### src/rtl/ram_dp_hs.sv
// Simple dual-port RAM with write/read handshakes, a 1- or 2-stage registered read
// pipeline with ReadValid, and a zero-fill sweep after reset or on a clear request.
module ram_dp_hs #(
  parameter int DATA_WIDTH    = 8,
  parameter int ADDR_WIDTH    = 4,
  parameter int READ_LATENCY  = 1,
  parameter int WRITE_FIRST   = 1,
  parameter int INIT_ON_RESET = 1
) (
  input  logic                  clock,
  input  logic                  reset,
  input  logic                  clear,
  input  logic                  write,
  input  logic [ADDR_WIDTH-1:0] WriteAddr,
  input  logic [DATA_WIDTH-1:0] WriteData,
  output logic                  WriteReady,
  input  logic                  read,
  input  logic [ADDR_WIDTH-1:0] ReadAddr,
  output logic                  ReadReady,
  output logic [DATA_WIDTH-1:0] ReadData,
  output logic                  ReadValid,
  output logic                  Busy
);

  localparam int DEPTH = 1 << ADDR_WIDTH;
  localparam logic [ADDR_WIDTH-1:0] LastAddr = '1;

  typedef enum logic {
    INIT = 1'b0,
    RUN  = 1'b1
  } state_e;

  state_e                  state_q, state_d;
  logic [ADDR_WIDTH-1:0]   sweepAddr_q, sweepAddr_d;
  logic                    ready_q, ready_d;
  logic                    sweepWe;
  logic                    writeAcc, readAcc, bypass;
  logic                    memWe;
  logic [ADDR_WIDTH-1:0]   memAddr;
  logic [DATA_WIDTH-1:0]   memData;
  logic [DATA_WIDTH-1:0]   memArray_q [DEPTH];
  logic [DATA_WIDTH-1:0]   rdData1_q;
  logic                    rdValid1_q;

  assign writeAcc = write & ready_q;
  assign readAcc  = read & ready_q;
  assign bypass   = (WRITE_FIRST != 0) && writeAcc && (WriteAddr == ReadAddr);

  assign WriteReady = ready_q;
  assign ReadReady  = ready_q;

  always_ff @(posedge clock or posedge reset) begin
    if (reset) begin
      if (INIT_ON_RESET != 0) begin
        state_q <= INIT;
      end else begin
        state_q <= RUN;
      end
      sweepAddr_q <= '0;
      ready_q     <= 1'b0;
    end else begin
      state_q     <= state_d;
      sweepAddr_q <= sweepAddr_d;
      ready_q     <= ready_d;
    end
  end

  // The sweep ends on a terminal compare, so the address never wraps back into the array.
  always_comb begin
    state_d     = state_q;
    sweepAddr_d = sweepAddr_q;
    case (state_q)
      INIT: begin
        if (clear) begin
          sweepAddr_d = '0;
        end else if (sweepAddr_q == LastAddr) begin
          state_d     = RUN;
          sweepAddr_d = '0;
        end else begin
          sweepAddr_d = sweepAddr_q + ADDR_WIDTH'(1);
        end
      end
      RUN: begin
        if (clear) begin
          state_d     = INIT;
          sweepAddr_d = '0;
        end
      end
      default: begin
        state_d     = INIT;
        sweepAddr_d = '0;
      end
    endcase
  end

  always_comb begin
    sweepWe = (state_q == INIT);
    Busy    = (state_q == INIT);
    ready_d = (state_d == RUN);
  end

  // Handshake writes and sweep writes are mutually exclusive because readies are low in INIT.
  always_comb begin
    memWe   = writeAcc | sweepWe;
    memAddr = sweepWe ? sweepAddr_q : WriteAddr;
    memData = sweepWe ? '0 : WriteData;
  end

  always_ff @(posedge clock) begin
    if (memWe) begin
      memArray_q[memAddr] <= memData;
    end
  end

  always_ff @(posedge clock or posedge reset) begin
    if (reset) begin
      rdData1_q  <= '0;
      rdValid1_q <= 1'b0;
    end else begin
      rdValid1_q <= readAcc;
      if (readAcc) begin
        rdData1_q <= bypass ? WriteData : memArray_q[ReadAddr];
      end
    end
  end

  generate
    if (READ_LATENCY == 2) begin : gLat2
      logic [DATA_WIDTH-1:0] rdData2_q;
      logic                  rdValid2_q;

      always_ff @(posedge clock or posedge reset) begin
        if (reset) begin
          rdData2_q  <= '0;
          rdValid2_q <= 1'b0;
        end else begin
          rdValid2_q <= rdValid1_q;
          if (rdValid1_q) begin
            rdData2_q <= rdData1_q;
          end
        end
      end

      assign ReadData  = rdData2_q;
      assign ReadValid = rdValid2_q;
    end else begin : gLat1
      assign ReadData  = rdData1_q;
      assign ReadValid = rdValid1_q;
    end
  endgenerate

endmodule

### config.mk
export PLATFORM = sky130hd
export DESIGN_NAME = ram_dp_hs
export DESIGN_NICKNAME = d
export VERILOG_FILES = /design/src/rtl/ram_dp_hs.sv
export SDC_FILE = /design/constraint.sdc
export NUM_CORES = 1
export LEC_CHECK = 0
export BUFFER_PORTS_ARGS = -buffer_cell sky130_fd_sc_hd__buf_2
export CORE_UTILIZATION = 65
export CTS_BUF_LIST = sky130_fd_sc_hd__clkbuf_16
export CTS_CLUSTER_DIAMETER = 150
export CTS_CLUSTER_SIZE = 10
export DETAILED_ROUTE_END_ITERATION = 8
export PLACE_DENSITY = 0.86
export RECOVER_POWER = 100
export SYNTH_ARGS = -nofsm -noshare
export SYNTH_HDL_FRONTEND = slang
export SYNTH_SLANG_ARGS = --single-unit
export TNS_END_PERCENT = 5
### constraint.sdc
create_clock -name clock -period 6.3 [get_ports clock]
set_clock_uncertainty 0.2 [all_clocks]
set_input_delay 0.315 -clock clock [delete_from_list [all_inputs] [get_ports clock]]
set_output_delay 0.315 -clock clock [all_outputs]
set_load 0.02 [all_outputs]
* After elaboration in Yosys (flattened, before gate mapping)
Memory sizes are Yosys's and may differ from the RTL's. A register that Yosys moved wholly into a read port is not among the register bits. Cells that the tools add are included. W data, S select, Z words.
Cells by class: add/sub/neg operators 1, equality and inequality tests 2, multiplexer cells 12, bitwise gates (word level) 4
Operator list (count):
- $mux W4 | 4
- $mux W8 | 1
- $pmux W4 S2 | 1
- $mux W1 | 5
- $add A4 B1 Y4 const B | 1
- $eq A4 B4 Y1 const B | 1
- $and A1 B1 Y1 | 2
- $ne A2 B2 Y1 const B | 1
- $pmux W1 S2 | 1
- $not A1 Y1 | 1
- $or A1 B1 Y1 | 1
Storage, ports and cells: flip-flop bits (word level) 6, memory bits (writable) 128, output and inout port bits 12, logic and storage cells 23, memories kept 1
Memory list:
- memArray_q | depth 16, bits a word 8, rd ports 1, clocked after Yosys merged registers in 1, wr ports 1, RTL line 41 | logic [DATA_WIDTH-1:0] memArray_q [DEPTH];

* Longest topological paths before layout
depth in word-level cells 4, depth in mapped cells 6, gate-level depth less buffers 5

* Worst setup path after synthesis
Ideal clock, no wire load.
path type register to register, start point register ready_q, in the netlist ReadReady, end point memory memArray_q[1][0] (enable), setup time 0.370 ns, arrival 1.682 ns, required time 5.730 ns, path slack 4.048 ns, cell stages (with the launch flop) 6, clock period less this slack 2.252 ns, cell sequence dfrtp_1 -> buf_2 -> buf_1 -> nand2_1 -> o32a_1 -> nor2_1
Between the ends: word-level cells in the longest chain between the ends 4, elaborated cells between the ends (all ways) 6
Ends and longest elaborated chain:
- start: declaration | RTL line 35 | logic ready_q, ready_d;
- start signal: assignment | RTL line 64 | ready_q <= ready_d;
- $and A1 B1 Y1 / $not A1 Y1 (equally long branches)
- $or A1 B1 Y1 | RTL line 104 | memWe = writeAcc | sweepWe;
- $mux W1 | RTL line 110 | if (memWe) begin
- $mux W1 (not written as such) | RTL line 111 | memArray_q[memAddr] <= memData;
- end: declaration | RTL line 41
Parallel ways exist; a longest one is shown, timed or not.

* Worst setup path in the final report
start point register ready_q, in the netlist ReadReady, end point register rdData1_q[4], in the netlist ReadData[4]
Between the ends: word-level cells in the longest chain between the ends 1
Ends and longest elaborated chain:
- $and A1 B1 Y1 | RTL line 46 | assign readAcc = read & ready_q;
- end signal: assignment | RTL line 122 | rdData1_q <= bypass ? WriteData : memArray_q[ReadAddr];
- end: declaration | RTL line 42 | logic [DATA_WIDTH-1:0] rdData1_q;
No other way between the ends. A chain may end at the register's enable or synchronous reset.

==> impl_metrics.py <==
metrics = {
    "routing": {
        "first_iter_violations": 348,
        "wl_per_cell_um": 27.8,
        "vias": 3313,
        "postRouteAntennaNets": 0,
        "routed_wl_mm": 13.1,
        "drt_first_pass_iters": 5,
        "viasPerCell": 7.05,
        "post-route-drc-count": 0,
    },
    "setup_path": {
        "timing.rr.start": "ReadReady",
        "path_class": "reg -> reg",
        "required_ns": 6.45,
        "worstPathMaxFanout": 32,
        "crit_arrival_ns": 3.44,
        "r2r_cells": 4,
        "start_kind": "flip-flop",
        "cpPeakStageDelay_ns": 1.07,
        "endpoint_kind": "flip-flop",
        "cp_slowest_cell": "dfrtp_1",
        "crit_chain": "nand2_1 -> a41oi_1 -> a21boi_0 -> a221o_1",
        "crit_family": "compound AO/OA/AOI/OAI gates",
        "critPathBufInv": 0,
        "reg2reg_to": "ReadData[4]",
        "timing.reg2reg.setup_slack_ns": 3.01,
    },
    "clock_tree": {
        "htree_levels": 4,
        "cts_tree": "built",
        "clk_latency_ns": 0.42,
        "postCtsSetupBuffers": 0,
        "clock_sinks": 142,
        "cts_buffer_depth": 2,
        "cts_buffers": 17,
        "clk_pin_slew_worst_paths_ns": 0.06,
        "clock-root-buffer": "clkbuf_16",
    },
    "cells_and_area": {
        "syn2layout_area_growth_pct": 13.8,
        "diodes": 0,
        "final_cell_mix": "edfxtp_1, mux4_2, nor2_1",
        "final_common_cell": "edfxtp_1",
        "fin_nets": 371,
        "layout-drive-gt1-share_pct": 21.8,
    },
    "power": {
        "powerDensity_nw_per_um2": 321,
        "power_mw": 2.11,
        "p_leak_nw": 2.27,
        "ir_drop_v": 0.000212,
    },
    "job": {
        "cap_violations": 0,
    },
    "worst_hold_path": {
        "holdCritPathClass": "in -> reg",
        "holdPathStages": 2,
        "hold_end": "ReadData[4]",
        "min-delay-start": "WriteData[4]",
    },
    "timing": {
        "min_period_over_period_pct": 52.2,
        "fin_ws_ns": 3.01,
        "worst_pin_slew_ns": 1.11,
        "setup-tns-final_ns": 0,
        "finalSetupViolations": 0,
        "min_period_ns": 3.29,
        "hold_viol_final": 0,
        "maxSlewHeadroom_pct": 26.1,
        "grt_setup_unrepaired": "no",
        "max_freq_mhz": 304,
        "slew_violations": 0,
    },
    "logic_synthesis": {
        "yosys_warnings": 0,
        "yosysSeqAreaShare_pct": 72.5,
        "avgSynthCellArea_sq_um": 18.8,
        "synth.distinct_cells": 38,
        "syn_inst": 307,
        "synth_area_sq_um": 5790,
        "syn_nets": 329,
        "ys_ff_latch": 142,
    },
    "die": {
        "rows": 34,
        "die_h_um": 96.4,
        "core-area_sq_um": 8680,
        "io_pins": 33,
        "initial_core_util_pct": 66.7,
        "die_area_sq_um": 9280,
        "die_w_um": 96.4,
    },
    "place": {
        "dp_slack_ns": 3.25,
        "gp_congestion": 0.896,
        "io_buffers": 32,
        "dp_hpwl_mm": 7.64,
    },
    "global_routing": {
        "gr-usage-all-layers_pct": 31.0,
        "grt_max_degree": 34,
        "grt_pass1_vias": 3266,
        "grt_pass1_wl_mm": 19.2,
        "antenna_found_initial": 0,
        "grt-ovfl-total": 0,
    },
    "run_status": {
        "status": "finished clean",
    },
}
worst max-delay path by stage:
stage / start / end / cells after the start
6_report: ReadReady / ReadData[4] / 4
5_1_grt: ReadReady / memArray_q[11][6] / 4
2_1_floorplan: ReadReady / memArray_q[1][0] / 5
4_1_cts: ReadReady / memArray_q[11][6] / 4
3_3_place_gp: ReadReady / memArray_q[11][4] / 4
3_5_place_dp: ReadReady / memArray_q[11][6] / 4
state kept, by name (all words and copies together) (netlist names):
| name | count |
|---|---|
| ReadReady | 1 |
| memArray_q | 128 |
| ReadData | 8 |
| ReadValid | 1 |
| sweepAddr_q | 4 |
worst reg2reg max path, stage by stage, from the launching register on:
cell and delay (ns):
dfrtp_1 1.07, nand2_1 0.61, a41oi_1 0.80, a21boi_0 0.37, a221o_1 0.18
cells by family after synthesis:
family | share of synthesized area [%]
and+or+nand+nor | 4.45
xor gates and xnor gates | 0.606
buffers and inverters | 2.21
adders and majority gates | 0.216
muxes | 13.6
DFF | 72.5
AOI/OAI and AO/OA | 6.40
repair_timing:
item / CTS / global route
gates resized for setup: 0 / 0
hold endpoints to repair: 26 / 0
hold buffers: 9 / 0
endpoints found under the setup margin: 0 / 0
cell usage after synthesis:
library cell    n  area [sq um]
o32a_1          1          10.0
nand4_1         1          6.26
and2_1          9          56.3
nand2_1         4          15.0
a31oi_1         5          31.3
edfxtp_1      128          3840
nor2b_1         4          25.0
inv_1           4          15.0
dfrtp_1        14           350
nor3b_1         1          7.51
buf_4           3          22.5
a21boi_1        4          30.0
ha_1            1          12.5
a41oi_2         1          16.3
nand3b_1        1          7.51
buf_12          1          20.0
mux4_1          5           131
xor2_1          3          26.3
mux2i_1         5          50.1
xnor2_1         1          8.76
nor2_2          1          6.26
o21ai_0         1          5.00
a21oi_1         4          20.0
a21boi_0        4          30.0
clkbuf_1        7          26.3
buf_6           2          22.5
a22oi_1        16           120
o21ba_2         1          10.0
nor2_1         27           101
buf_2           2          10.0
nand2b_1        1          6.26
a32oi_1         2          17.5
or3_1           1          6.26
mux4_2         27           608
nor3_1          2          10.0
buf_1           3          11.3
nand3_1         2          10.0
a221o_1         8          80.1
where the power goes:
| part | total, mW | leakage [nW] | switching (mW) | internal [mW] |
|---|---|---|---|---|
| Combinational | 0.122 | 0.578 | 0.0722 | 0.0498 |
| Clock | 0.934 | 0.256 | 0.394 | 0.539 |
| Sequential | 1.06 | 1.44 | 0.0142 | 1.04 |
per-layer routing:
layer / wire length [um] / global-route usage (%)
met1: 4930 / 40.5
met2: 6320 / 48.4
met3: 1340 / 9.32
met4: 460 / 14.7
met5: 0 / 0
final cells by class:
type | instances | area [sq um]
Sequential cell | 142 | 4190
Fill cell | 451 | 2090
Multi-Input combinational cell | 143 | 1460
Clock buffer | 17 | 425
Timing Repair Buffer | 41 | 235
Tap cell | 108 | 135
Clock inverter | 15 | 124
Inverter | 4 | 15.0
per-stage QoR:
step	cell area, sq um	instances	utilization (%)	hold WS (ns)
floorplan	5790	307	-	0.00422
global placement	5970	429	68.8	0.185
detailed placement	5970	429	68.8	0.211
CTS	6610	470	76.2	0.00759
global route	6590	470	75.9	0.0264
finish	6590	470	75.9	0.0182
No activity file was read; power rests on OpenSTA's default activity.
